$ cat src/rtl/instr_fetch_unit.sv
// Instruction fetch stage: fetches words over a req/ack handshake and
// queues {pc, instr} pairs in a 2-entry buffer toward decode.
//
// Ports:
//   clk, rst                  clock, async active-high reset
//   pc_in / target            current PC in, next PC out (combinational)
//   imem_req/addr/ack/rdata   instruction memory handshake
//   instr_valid/instr/pc      buffer head toward decode
//   dec_ready                 decode accepts head
//   branch_valid/target       redirect request
module instr_fetch_unit #(
   parameter int ADDR_W  = 16,
   parameter int INSTR_W = 16
) (
   input  logic               clk,
   input  logic               rst,
   input  logic [ADDR_W-1:0]  pc_in,
   output logic [ADDR_W-1:0]  target,
   output logic               imem_req,
   output logic [ADDR_W-1:0]  imem_addr,
   input  logic               imem_ack,
   input  logic [INSTR_W-1:0] imem_rdata,
   output logic               instr_valid,
   output logic [INSTR_W-1:0] instr,
   output logic [ADDR_W-1:0]  instr_pc,
   input  logic               dec_ready,
   input  logic               branch_valid,
   input  logic [ADDR_W-1:0]  branch_target
);

   typedef enum logic [1:0] {
      S_IDLE,
      S_REQ,
      S_DRAIN,
      S_FULL
   } state_t;

   state_t              state;
   logic [1:0]          count;
   logic [1:0]          count_nxt;
   logic [ADDR_W-1:0]   pending;
   logic [ADDR_W-1:0]   pc1;
   logic [INSTR_W-1:0]  ins1;
   logic                push;
   logic                pop;
   logic                flush;

   assign imem_req    = (state == S_REQ) || (state == S_DRAIN);
   assign imem_addr   = pc_in;
   assign instr_valid = (count != 2'd0);

   // Branch empties the buffer in every state; outside S_REQ/S_FULL
   // the buffer is already empty, so this only matters there.
   assign flush = branch_valid;
   assign pop   = instr_valid && dec_ready;
   assign push  = (state == S_REQ) && imem_ack && !branch_valid;

   always_comb begin
      count_nxt = count;
      if (flush)
         count_nxt = 2'd0;
      else if (push && !pop)
         count_nxt = count + 2'd1;
      else if (pop && !push)
         count_nxt = count - 2'd1;
   end

   always_comb begin
      target = pc_in;
      unique case (state)
         S_IDLE: begin
            if (branch_valid)
               target = branch_target;
         end
         S_REQ: begin
            if (imem_ack)
               target = branch_valid ? branch_target
                                     : pc_in + ADDR_W'(1);
         end
         S_DRAIN: begin
            if (imem_ack)
               target = branch_valid ? branch_target : pending;
         end
         S_FULL: begin
            if (branch_valid)
               target = branch_target;
         end
         default: target = pc_in;
      endcase
   end

   always_ff @(posedge clk or posedge rst) begin
      if (rst) begin
         state    <= S_IDLE;
         count    <= 2'd0;
         pending  <= '0;
         instr    <= '0;
         instr_pc <= '0;
         pc1      <= '0;
         ins1     <= '0;
      end else begin
         unique case (state)
            S_IDLE: state <= S_REQ;
            S_REQ: begin
               if (imem_ack) begin
                  if (branch_valid)
                     state <= S_REQ;
                  else if (count_nxt == 2'd2)
                     state <= S_FULL;
                  else
                     state <= S_REQ;
               end else if (branch_valid) begin
                  // Outstanding request must complete before redirect.
                  pending <= branch_target;
                  state   <= S_DRAIN;
               end
            end
            S_DRAIN: begin
               if (imem_ack)
                  state <= S_REQ;
               else if (branch_valid)
                  pending <= branch_target;
            end
            S_FULL: begin
               if (branch_valid || pop)
                  state <= S_REQ;
            end
            default: state <= S_IDLE;
         endcase

         count <= count_nxt;
         if (!flush) begin
            if (pop) begin
               if (count == 2'd2) begin
                  instr    <= ins1;
                  instr_pc <= pc1;
                  if (push) begin
                     ins1 <= imem_rdata;
                     pc1  <= pc_in;
                  end
               end else if (push) begin
                  instr    <= imem_rdata;
                  instr_pc <= pc_in;
               end
            end else if (push) begin
               if (count == 2'd0) begin
                  instr    <= imem_rdata;
                  instr_pc <= pc_in;
               end else begin
                  ins1 <= imem_rdata;
                  pc1  <= pc_in;
               end
            end
         end
      end
   end

endmodule

$ cat config.mk
export PLATFORM = sky130hd
export DESIGN_NAME = instr_fetch_unit
export DESIGN_NICKNAME = d
export VERILOG_FILES = /design/src/rtl/instr_fetch_unit.sv
export SDC_FILE = /design/constraint.sdc
export NUM_CORES = 1
export LEC_CHECK = 0
export CORE_ASPECT_RATIO = 1.25
export CORE_MARGIN = 1
export CORE_UTILIZATION = 45
export DETAILED_ROUTE_END_ITERATION = 8
export PLACE_DENSITY = 0.76
export SLEW_MARGIN = 10
export SYNTH_ARGS = -nofsm -noshare
export SYNTH_HDL_FRONTEND = slang
export SYNTH_SLANG_ARGS = --single-unit
export TNS_END_PERCENT = 100
$ cat constraint.sdc
create_clock -name clk -period 3.1 [get_ports clk]
set_clock_uncertainty 0.2 [all_clocks]
set_input_delay 0.775 -clock clk [delete_from_list [all_inputs] [get_ports clk]]
set_output_delay 0.775 -clock clk [all_outputs]
set_load 0.02 [all_outputs]
==> impl_metrics.toml <==
[timing]
relSlewSlack = 0.6953
slew_viol_final = 0
finalSetupTns_ns = -0.2894
fmax_mhz = 313.4
final.min_clock_period_ns = 3.191
setup_viol = 6
fin_ws_ns = -0.09095
tightest_slew_ns = 0.4571
finalHoldViolCount = 0
min_period_over_period = 1.029
rsz0062_at_grt = "yes"
holdWs_ns = 0.2899

[die]
core_um2 = 11080
start_util = 0.4599
rows = 43
die-area_um2 = 11760
num_io_pins = 119
die_h_um = 121.0
die_x_um = 97.20

[critical_path]
arrival_ns = 2.22
cp_cell_sequence = "clkbuf_4 -> nand4_1 -> nor4_4 -> buf_4 -> nand3_2 -> mux2_4 -> a32oi_2 -> buf_4"
crit_path_end_kind = "primary output"
cp_common_cell = "buf_4"
cp_max_fo = 4
cpPeakStageDelay_ns = 0.31
critPathKind = "in -> out"
crit_slowest_cell = "mux2_4"
cp.required_ns = 2.12
startpoint_type = "primary input"

[place]
place_ws_ns = -1.175
io_buffers = 118
dp.cells = 795
globalplace.congestion = 0.8817
hpwlAfterDp_um = 9889

[grt]
grt_usage = 0.2552
grt_pass1_vias = 4945
antenna_found_initial = 0
grt_max_degree = 85
grt_overflow_total = 0
grt_pass1_wl_um = 24040

[cells_and_area]
seq_area_um2 = 2102
instances_no_fill = 831
syn2layout_area_growth_pct = 44.72
num_antenna_cells = 0
drive_above_1_share = 0.3233
multi_input_area_um2 = 2774
fillers = 847
finalNetCount = 751

[route]
drc = 0
dr_total_vias = 4717
drtAntennaViolNets = 0
routedWlPerCell_um = 17.83
drt_wl_total_um = 14820
vias_per_cell = 5.676
firstDrtPassIters = 5
drtIter0Drc = 238

[cts]
clock_latency_ns = 0.33
path_clk_slew_ns = 0.07
cts_tree = "done"
cts_max_path_buffers = 2
cts_buffers = 9
cts-htree-levels = 3
clockRootBuffer = "clkbuf_16"
cts.sinks = 84

[logic_synthesis]
synth_top_area_share = 0.4124
synthCells = 527
yosysTopAreaCell = "dfrtp_1"
synth-seq-area-share = 0.4124
synth_seq_cells = 84
synth.area.top_cells = "dfrtp_1 (41%), mux2_2 (9.3%), mux2i_1 (8.1%), a21oi_1 (5.5%), nor2_1 (3.6%)"
syn-num-nets = 587
synth_area_um2 = 5097
synth-main-ff-cell = "dfrtp_1"
synth_edf_count = 0
syn_avg_cell_area_um2 = 9.672
async_flop_share = 1.000
ys_types = 59
yosysWarnings = 0

[power_and_ir_drop]
leakage_nw = 3.406
vdd_drop_max_uv = 682.7
power_density_nw_per_um2 = 881.1
power_mw = 6.500

[hold_path]
hold_class = "reg -> reg"

[outcome]
failed_checks = "setup timing"
status = "complete, but fails checks"

[job]
maxCapViolations = 0
## layout by cell type (no fill, tap or decap), types with 3 or more instances in the layout
cell type / Yosys / layout
nand2b_1: 4 / 4
nor2_1: 49 / 48
dlygate4sd2_1: 0 / 7
nand4_1: 4 / 4
mux2_2: 42 / 41
o31ai_1: 6 / 6
clkdlybuf4s50_1: 0 / 80
buf_2: 20 / 8
dfrtp_1: 84 / 84
mux2i_1: 41 / 40
dlymetal6s2s_1: 0 / 3
a211oi_1: 7 / 5
nand2_2: 1 / 6
nand2_1: 32 / 27
o22ai_1: 4 / 4
and3_1: 5 / 4
mux2_4: 1 / 3
buf_4: 19 / 82
a31oi_1: 10 / 10
mux2_1: 9 / 8
a21oi_1: 56 / 55
nand3_1: 11 / 7
nand3_2: 0 / 4
clkinvlp_4: 0 / 3
inv_1: 14 / 12
a21o_1: 4 / 4
o21ai_0: 29 / 26
buf_12: 0 / 8
ha_1: 7 / 4
a22oi_1: 3 / 3
buf_6: 1 / 16
clkbuf_16: 0 / 9
inv_2: 2 / 3
o21ai_1: 2 / 4
## metal layers
layer | routed length [um] | track usage | vias to the layer above
li1 | - | - | 2208
met1 | 6116 | 0.3057 | 2301
met2 | 7425 | 0.4322 | 174
met3 | 951 | 0.06912 | 34
met4 | 327 | 0.1082 | 0
met5 | 0 | 0 | -
## critical path: cells and delay by family
kind	cells	cell delay, ns
AO/OA/AOI/OAI	1	0.16
multiplexers	1	0.31
buffers and inverters	3	0.50
AND/OR/NAND/NOR	3	0.47
## synth_stat cells, types with 2 or more instances
cell,n
nand3_1,11
ha_1,7
mux2i_1,41
inv_1,14
a21o_1,4
a221oi_1,3
a211oi_1,7
and3_1,5
nor2_1,49
a311oi_1,2
a21oi_1,56
buf_4,19
nor2b_1,4
nor4_1,2
o21ai_0,29
o31ai_1,6
mux2_1,9
buf_2,20
nand2_1,32
xnor2_1,2
dfrtp_1,84
and3_2,2
a22oi_1,3
nor3_1,2
o22ai_1,4
o21ai_1,2
nand4_1,4
a32oi_1,3
nand2b_1,4
nor4_4,2
a31oi_1,10
clkbuf_1,16
inv_2,2
mux2_2,42
## cell families after synthesis
family / synth area share
flops: 0.4124
simple gates: 0.1264
fa+ha+maj: 0.01718
xor+xnor: 0.005156
mux: 0.1961
buf+inv: 0.07511
compound gates: 0.1677
## through the flow
step	util	instance area, um2
2_1_floorplan	-	5120
3_3_place_gp	0.6118	6780
3_5_place_dp	0.6118	6780
4_1_cts	0.6556	7266
5_1_grt	0.6656	7377
6_report	0.6656	7377
## report_power, final
group | internal [mW] | switching [mW]
combinational | 1.64 | 1.80
clock | 0.654 | 0.464
sequential | 1.64 | 0.305
## cell type report
type / instances / area share
clock buffers: 10 / 0.03239
clock inverters: 6 / 0.009668
inverters: 16 / 0.008650
multi-input cells: 369 / 0.3760
flip-flops and latches: 84 / 0.2849
well taps: 135 / 0.02290
repair buffers: 211 / 0.2654
## state kept, by name, indices dropped and copies added, names as in the netlist
name and count:
instr 16, pending 16, count 2, ins1 16, state 2, instr_pc 16, pc1 16
## final timing paths
kind / end / slack [ns] / cells after the start / startpoint
max: target[12] / -0.09 / 8 / pc_in[6]
min: pc1[5] / 0.29 / 1 / pc1[5]
min in group asynchronous: instr[12] / 0.71 / 3 / rst
max reg2reg: pc1[8] / 0.77 / 8 / count[0]
max in group asynchronous: pending[15] / 1.63 / 3 / rst
min reg2reg: pc1[5] / 0.29 / 1 / pc1[5]
## repair_timing
item                                    4_1_cts  5_1_grt
endpoints found under the setup margin       21       15
resized for setup                           147       39
hold buffers                                  0        0
pin swaps                                    20       16
buffers inserted                             16        4
Power figures use the tool's default switching activity.
